--- config.mk ---
export PLATFORM = sky130hd
export DESIGN_NAME = snake_head_tracker
export DESIGN_NICKNAME = d
export VERILOG_FILES = /design/src/rtl/snake_head_tracker.sv
export SDC_FILE = /design/constraint.sdc
export NUM_CORES = 1
export LEC_CHECK = 0
export CORE_MARGIN = 1
export CORE_UTILIZATION = 44
export CTS_CLUSTER_DIAMETER = 60
export DETAILED_ROUTE_END_ITERATION = 10
export HOLD_SLACK_MARGIN = 0.1
export SKIP_LAST_GASP = 1
export SYNTH_ARGS = -nofsm -noshare
export SYNTH_HDL_FRONTEND = slang
export SYNTH_SLANG_ARGS = --single-unit
--- constraint.sdc ---
create_clock -name clk -period 11.1 [get_ports clk]
set_input_delay 2.22 -clock clk [delete_from_list [all_inputs] [get_ports clk]]
set_output_delay 2.22 -clock clk [all_outputs]
set_load 0.01 [all_outputs]
--- src/rtl/snake_head_tracker.sv ---
// Snake game head/body tracker: steers the head on a 32x32 torus, keeps the body
// in a circular buffer, grows on food and flags (sticky) self-collision.
module snake_head_tracker #(
    parameter int unsigned MAX_LEN  = 16,
    parameter logic [4:0]  START_XY = 5'd16
) (
    input  logic       clk,
    input  logic       rst_n,
    input  logic       tick,
    input  logic       game_en,
    input  logic [1:0] dir_in,
    input  logic       dir_valid,
    input  logic       grow,
    input  logic [3:0] seg_idx,
    output logic [4:0] head_x,
    output logic [4:0] head_y,
    output logic [4:0] length,
    output logic [4:0] seg_x,
    output logic [4:0] seg_y,
    output logic       seg_valid,
    output logic       step_done,
    output logic       collision
);

    localparam int unsigned PTR_W   = $clog2(MAX_LEN);
    localparam logic [4:0]  LEN_MAX = 5'(MAX_LEN);

    localparam logic [1:0] DIR_UP    = 2'b00;
    localparam logic [1:0] DIR_RIGHT = 2'b01;
    localparam logic [1:0] DIR_DOWN  = 2'b10;
    localparam logic [1:0] DIR_LEFT  = 2'b11;

    logic [1:0]       curDir;
    logic [1:0]       nxtDir;
    logic             growPending;
    logic [PTR_W-1:0] wrPtr;
    logic [4:0]       bufX [MAX_LEN];
    logic [4:0]       bufY [MAX_LEN];

    logic             dirLegal;
    logic [1:0]       stepDir;
    logic             growEff;
    logic             stepEn;
    logic             hit;
    logic             commit;
    logic [4:0]       candX;
    logic [4:0]       candY;
    logic [4:0]       bodyLim;
    logic [PTR_W-1:0] nextPtr;
    logic [4:0]       nextLen;
    logic [PTR_W-1:0] readAddr;
    logic             readValid;
    logic [4:0]       readX;
    logic [4:0]       readY;

    // Opposite directions differ only in bit 1, so a reversal is cur ^ 2'b10.
    always_comb begin
        dirLegal = dir_valid && (dir_in != (curDir ^ 2'b10));
        stepDir  = dirLegal ? dir_in : nxtDir;
        growEff  = growPending | grow;
        stepEn   = tick & game_en & ~collision;
        candX    = head_x;
        candY    = head_y;
        case (stepDir)
            DIR_UP:    candY = head_y - 5'd1;
            DIR_RIGHT: candX = head_x + 5'd1;
            DIR_DOWN:  candY = head_y + 5'd1;
            DIR_LEFT:  candX = head_x - 5'd1;
            default:   candX = head_x;
        endcase
    end

    // Tail leaves this step unless the snake grows, so it only counts when growing.
    always_comb begin
        bodyLim = growEff ? length : length - 5'd1;
        hit     = 1'b0;
        for (int unsigned i = 0; i < MAX_LEN; i++) begin
            if ((5'(PTR_W'(wrPtr - PTR_W'(i))) < bodyLim) &&
                (bufX[i] == candX) && (bufY[i] == candY)) begin
                hit = 1'b1;
            end
        end
    end

    // Segment read sees the buffer after any step committing this cycle.
    always_comb begin
        commit    = stepEn & ~hit;
        nextPtr   = commit ? PTR_W'(wrPtr + PTR_W'(1)) : wrPtr;
        nextLen   = (commit && growEff && (length != LEN_MAX)) ? length + 5'd1 : length;
        readAddr  = PTR_W'(nextPtr - PTR_W'(seg_idx));
        readValid = ({1'b0, seg_idx} < nextLen);
        if (commit && (seg_idx == 4'd0)) begin
            readX = candX;
            readY = candY;
        end else begin
            readX = bufX[readAddr];
            readY = bufY[readAddr];
        end
    end

    always_ff @(posedge clk or negedge rst_n) begin
        if (!rst_n) begin
            head_x      <= START_XY;
            head_y      <= START_XY;
            curDir      <= DIR_RIGHT;
            nxtDir      <= DIR_RIGHT;
            length      <= 5'd1;
            growPending <= 1'b0;
            collision   <= 1'b0;
            step_done   <= 1'b0;
            seg_x       <= 5'd0;
            seg_y       <= 5'd0;
            seg_valid   <= 1'b0;
            wrPtr       <= '0;
            for (int unsigned i = 0; i < MAX_LEN; i++) begin
                bufX[i] <= START_XY;
                bufY[i] <= START_XY;
            end
        end else begin
            step_done <= stepEn;
            nxtDir    <= stepDir;
            length    <= nextLen;
            seg_valid <= readValid;
            seg_x     <= readValid ? readX : 5'd0;
            seg_y     <= readValid ? readY : 5'd0;
            if (stepEn && hit) begin
                collision <= 1'b1;
            end
            if (commit) begin
                head_x        <= candX;
                head_y        <= candY;
                curDir        <= stepDir;
                wrPtr         <= nextPtr;
                bufX[nextPtr] <= candX;
                bufY[nextPtr] <= candY;
                growPending   <= 1'b0;
            end else begin
                growPending   <= growEff;
            end
        end
    end

endmodule

[Word level (Yosys, flattened, before mapping)]
Index checks and enable logic that the tools add are counted.
Storage, ports and cells
  bits in registers: 197
  bits in latches: 0
  RAM bits: 0
  ROM bits: 0
  output and inout bits: 28
  memories kept: 0
Cells by class
  add/sub/neg operators: 23
  $mul: 0
  div/mod/pow operators: 0
  order comparisons: 20
  equality and inequality tests: 37
  shifts and indexed selects: 0
  muxes and demuxes: 37
  bitwise gates (word level): 9
  reductions and logical operators: 40
Operators by type and width (number)
  80-bit bitwise mux: 2
  5-bit equality test: 32
  4-bit by 5-bit < comparator with 1-bit output: 17
  5-bit two-way mux: 11
  5-bit binary-select mux with 4-bit select: 2
  1-bit logical AND: 38
  4-bit subtractor, second input constant: 8
  5-bit demux with 4-bit select: 1
  5-bit case mux with 2 select lines: 2
  1-bit two-way mux: 17
  4-bit by 3-bit subtractor with 4-bit output, second input constant: 4
  5-bit by 1-bit adder with 5-bit output, second input constant: 3
  5-bit by 1-bit subtractor with 5-bit output, second input constant: 3
  5-bit >= comparator, second input constant: 2
  4-bit inverter with 5-bit output: 2
  4-bit by 2-bit subtractor with 4-bit output, second input constant: 2
  5-bit by 1-bit < comparator with 1-bit output, second input constant: 1
  5-bit inequality test, second input constant: 1
  4-bit by 1-bit adder with 4-bit output, second input constant: 1
  2-bit equality test, second input constant: 2
  4-bit logical NOT: 1
  4-bit two-way mux: 1
  4-bit by 1-bit subtractor with 4-bit output, second input constant: 1
  4-bit subtractor: 1
  other kinds (7): 11

[Longest topological paths before layout]
  depth after elaboration: 35
  gate-level depth with buffers: 36
  mapped depth without buffers: 28

[Worst setup path after synthesis]
Ideal clock, no wire load.
  kind: input-to-reg
  start point: input dir_in[1]
  end point: register seg_x[2]
  arrival time: 9.325 ns
  required time: 10.951 ns
  path slack: 1.626 ns
  cell stages on the path: 33
  buffers on the path: 10
  cells stage by stage: xnor2_2 a22o_1 buf_4 nor2_4 inv_2 buf_2 buf_2 buf_1 o31ai_1 o21ai_0 ha_1 nor2_1 o21ai_0 a21oi_2 xnor2_1 clkbuf_1 xnor2_1 nor2_1 a32oi_1 nand3_1 nor3_4 clkbuf_1 clkbuf_1 xnor2_1 inv_1 ha_1 clkbuf_1 clkbuf_1 buf_1 mux4_2 mux2i_1 mux2_2 o22ai_1
Between the ends
  cells in the longest elaborated chain, start to end: 34
  elaborated cells between the ends (all ways): 104
  those cells by class: add/sub: 1; order compare: 1; eq/ne: 36; mux: 26; bitwise: 3; reduce/logical: 37
Ends and longest elaborated chain
  start: declaration: RTL line 11  | input logic [1:0] dir_in,
  2-bit inequality test *: RTL line 58  | dirLegal = dir_valid && (dir_in != (curDir ^ 2'b10));
  1-bit logical AND *: RTL line 58
  2-bit two-way mux *: RTL line 59  | stepDir = dirLegal ? dir_in : nxtDir;
  net stepDir[0]: RTL line 41  | logic [1:0] stepDir;
  2-bit equality test or 2-bit by 1-bit equality test with 1-bit output (tied branches): RTL line 64  | case (stepDir)
  5-bit case mux with 2 select lines: RTL line 64
  5-bit equality test: RTL line 79  | (bufX[i] == candX) && (bufY[i] == candY)) begin
  1-bit logical AND: RTL line 78  | if ((5'(PTR_W'(wrPtr - PTR_W'(i))) < bodyLim) &&
  [18 not listed]
  1-bit AND: RTL line 87  | commit = stepEn & ~hit;
  4-bit two-way mux: RTL line 88  | nextPtr = commit ? PTR_W'(wrPtr + PTR_W'(1)) : wrPtr;
  4-bit subtractor: RTL line 90  | readAddr = PTR_W'(nextPtr - PTR_W'(seg_idx));
  4-bit inverter with 5-bit output (not written as such): RTL line 96  | readX = bufX[readAddr];
  5-bit binary-select mux with 4-bit select: RTL line 96
  5-bit two-way mux (not written as such) (2 in series): RTL line 96
  5-bit two-way mux: RTL line 92  | if (commit && (seg_idx == 4'd0)) begin
  5-bit two-way mux *: RTL line 124  | seg_x <= readValid ? readX : 5'd0;
  end signal: assignment: RTL line 124
  end: declaration: RTL line 18  | output logic [4:0] seg_x,
The timed path passes the listed nets; every way through them passes the cells marked *. The select of a mux whose other input is x is not followed.
A chain may end at the register's enable or synchronous reset.

[Final worst setup path]
  start point: input dir_valid
  end point: register seg_y[4]
Between the ends
  cells in the longest elaborated chain, start to end: 33
  elaborated cells between the ends (all ways): 103
  those cells by class: add/sub: 1; order compare: 1; eq/ne: 35; mux: 26; bitwise: 3; reduce/logical: 37
Ends and longest elaborated chain
  start: declaration: RTL line 12  | input logic dir_valid,
  1-bit logical AND *: RTL line 58
  2-bit two-way mux *: RTL line 59
  2-bit equality test or 2-bit by 1-bit equality test with 1-bit output (tied branches): RTL line 64
  5-bit case mux with 2 select lines: RTL line 64
  5-bit equality test: RTL line 79
  1-bit logical AND: RTL line 78
  1-bit logical AND: RTL line 79
  1-bit two-way mux (16 in series): RTL line 78
  1-bit inverter: RTL line 87
  1-bit AND: RTL line 87
  4-bit two-way mux: RTL line 88
  4-bit subtractor: RTL line 90
  4-bit inverter with 5-bit output (not written as such): RTL line 97  | readY = bufY[readAddr];
  5-bit binary-select mux with 4-bit select: RTL line 97
  5-bit two-way mux (not written as such) (2 in series): RTL line 97
  5-bit two-way mux: RTL line 92
  5-bit two-way mux *: RTL line 125  | seg_y <= readValid ? readY : 5'd0;
  end signal: assignment: RTL line 125
  end: declaration: RTL line 19  | output logic [4:0] seg_y,
Mark *: on every way between the ends. The rest lies on a longest branch, timed or not. The select of a mux whose other input is x is not followed.

==> flow_summary.json <==
{
  "postCtsHoldBufs": 0,
  "startpoint_type": "input port",
  "ios": 40,
  "cp_num_buf_inv": 3,
  "post-route-drc-count": 0,
  "cp-end-kind": "register",
  "synth_edf_count": 0,
  "root_buffer": "clkbuf_16",
  "r2r_slack_ns": 2.93,
  "num_rows": 66,
  "period_minus_slack_ns": 9.96,
  "io_buffers": 39,
  "path_common_cell": "nand2_1",
  "grt_first_pass_wirelength_mm": 76.8,
  "reg2reg_from": "curDir[1]",
  "area_delta_synth_final_pct": 10.4,
  "crit_fanout": 14,
  "max-slew-margin-rel_pct": 15.4,
  "cts_setup_buffers": 0,
  "min_from": "collision",
  "min_to": "collision",
  "crit_slowest_cell": "and4_1",
  "fp.dieH_um": 184,
  "clock.fmax_mhz": 100,
  "core_area_sq_um": 32600,
  "synth_top_cells_by_area": "dfrtp_1, mux2_2, xnor2_1, dfstp_2, mux4_2",
  "crit_type": "input port to register",
  "syn_inst": 1427,
  "maxCapViolations": 0,
  "wl_mm": 50.8,
  "overflow": 0,
  "synth_area_sq_um": 14600,
  "finalMaxSlewViolations": 0,
  "status": "complete, no violations",
  "die_x_um": 184,
  "tightest_slew_ns": 1.27,
  "hold_path_class": "register to register",
  "synth_common_cells": "dfrtp_1, xnor2_1, mux2_2, a21oi_1, nand2_1",
  "routed_via_density": 6.31,
  "cts_made_buffers": 17,
  "avgSynthCellArea_sq_um": 10.2,
  "clockBufferDepth": 2,
  "synth_top_cell_by_area": "dfrtp_1",
  "tns_ns": 0,
  "nets": 1503,
  "track_usage_pct": 31.1,
  "rsz0062_at_grt": "false",
  "cpPeakStageDelay_ns": 0.76,
  "die-area_sq_um": 33900,
  "cp_top_family": "simple AND/OR/NAND/NOR gates",
  "drive_gt1_share_pct": 21.3,
  "clkTransAtPathRegs_ns": 0.07,
  "ant_nets": 0,
  "setup_viol": 0,
  "synthFlopType": "dfrtp_1",
  "worst_r2r_endpoint": "seg_y[4]",
  "vias": 12000,
  "dpl.hpwl_mm": 37.6,
  "htree_levels": 4,
  "insertion_delay_ns": 0.47,
  "synthDistinctLibCells": 93,
  "arrival_ns": 10.33,
  "grt_max_degree": 76,
  "syn-num-nets": 1490,
  "crit_required_ns": 11.47,
  "cts_sinks": 197,
  "yosysWarnings": 0,
  "reg2reg_depth": 27,
  "synth_seq_cells": 197,
  "synth_most_common_cell": "dfrtp_1",
  "initial_core_util_pct": 44.8,
  "clock_skew_ns": 0.0160,
  "wl_per_cell_um": 26.8,
  "holdPathStages": 1,
  "hold_viol": 0,
  "drt_iter0_markers": 1257,
  "place_congestion": 0.985,
  "drt_first_pass_iters": 5,
  "yosysTopAreaCellShare_pct": 27.4,
  "grt_pass1_vias": 11800,
  "synthArstFlopShare_pct": 100,
  "cts_tree": "done",
  "antenna_found_initial": 1,
  "cts_resized": 0,
  "synth_seq_area_share_pct": 34.1,
  "fin_crit_sh_pct": 89.7
}
-- worst reg2reg max path, cell delays in order (launching register included) --
cell,delay [ns]
dfrtp_1,0.49
xnor2_2,0.33
a22o_1,0.46
nor2_4,0.05
nand2_1,0.14
inv_1,0.10
fa_1,0.44
nor2b_1,0.17
o21a_1,0.20
nor3_1,0.10
mux2i_1,0.49
and4_1,0.76
xnor2_1,0.23
nor4_1,0.16
a221oi_2,0.44
nand2_1,0.19
nor3_4,0.45
nand2_1,0.22
inv_1,0.12
nand2_1,0.09
xor2_1,0.15
ha_1,0.30
a2111oi_0,0.76
and3_1,0.25
and4_1,0.22
a311oi_1,0.08
a21o_1,0.42
o22ai_1,0.27
-- cell families (layout without fill, tap and decap cells) --
group | after synthesis | after routing | synth area share, %
simple gates | 329 | 329 | 11.9
xor+xnor | 211 | 211 | 14.3
flops | 197 | 197 | 34.1
compound gates | 301 | 301 | 13.6
other cells | 0 | 1 | 0
mux | 187 | 187 | 17.3
buf+inv | 151 | 177 | 4.25
fa+ha+maj | 51 | 51 | 4.47
-- stage by stage --
stage          instance area [sq um]  cells  util, %  hold slack (ns)  setup slack [ns]
6_report                       16100   1896     49.4            0.497              1.14
3_3_place_gp                   15500   1863     47.7            0.476             0.965
3_5_place_dp                   15500   1863     47.7            0.486             0.747
2_1_floorplan                  14600   1427        -            0.473              1.63
4_1_cts                        16100   1895     49.4            0.502              1.19
5_1_grt                        16100   1895     49.4            0.525             0.530
-- cell type report --
cell class                 instances  area (sq um)
tap                              442           553
sequential                       197          4980
clock inverter                    13           113
fill                            3015         16500
inverter                          59           221
timing repair buffer              86           747
multi-input combinational       1079          9050
clock buffer                      19           453
antenna                            1          2.50
-- state kept, by name (all words and copies together), names as in the netlist --
register     cells
head_y           5
growPending      1
length           5
head_x           5
nxtDir           2
curDir           2
seg_y            5
seg_valid        1
bufX            80
step_done        1
bufY            80
seg_x            5
collision        1
wrPtr            4
-- routing by layer --
metal	up-vias	wire [um]	global-route usage, %
met1	6052	22300	43.2
li1	5264	-	-
met3	98	3500	4.68
met2	555	23100	48.1
met5	-	0	0
met4	0	1940	13.4
-- placed cells by master, fill, tap and decap left out, types with 8 or more instances in the layout --
cell	n
a2111oi_0	8
a211oi_1	9
a21oi_1	96
and2_1	12
and3_1	10
buf_4	47
clkbuf_16	17
clkdlybuf4s50_1	38
dfrtp_1	160
dfstp_2	37
ha_1	48
inv_1	55
mux2_2	112
mux2i_1	32
mux4_2	41
nand2_1	81
nand3_1	45
nand4_1	24
nor2_1	51
nor2b_1	10
nor3_1	23
nor4_1	23
o2111ai_1	10
o211ai_1	8
o21ai_0	64
o22ai_1	16
or4_1	8
xnor2_1	133
xnor3_1	13
xor2_1	59
-- how the worst max path moves through the flow --
stage | start | end | slack (ns) | cells past startpoint
final | dir_valid | seg_y[4] | 1.14 | 28
after global routing | dir_valid | seg_y[4] | 0.53 | 28
after detailed placement | dir_valid | seg_x[4] | 0.75 | 28
after global placement | dir_valid | seg_y[4] | 0.96 | 28
after floorplan | dir_in[1] | seg_x[2] | 1.63 | 33
after CTS | dir_valid | seg_y[4] | 1.19 | 28
Power is not shown: default switching activity piles up to over one toggle a cycle in this logic, so the estimate is an artifact.
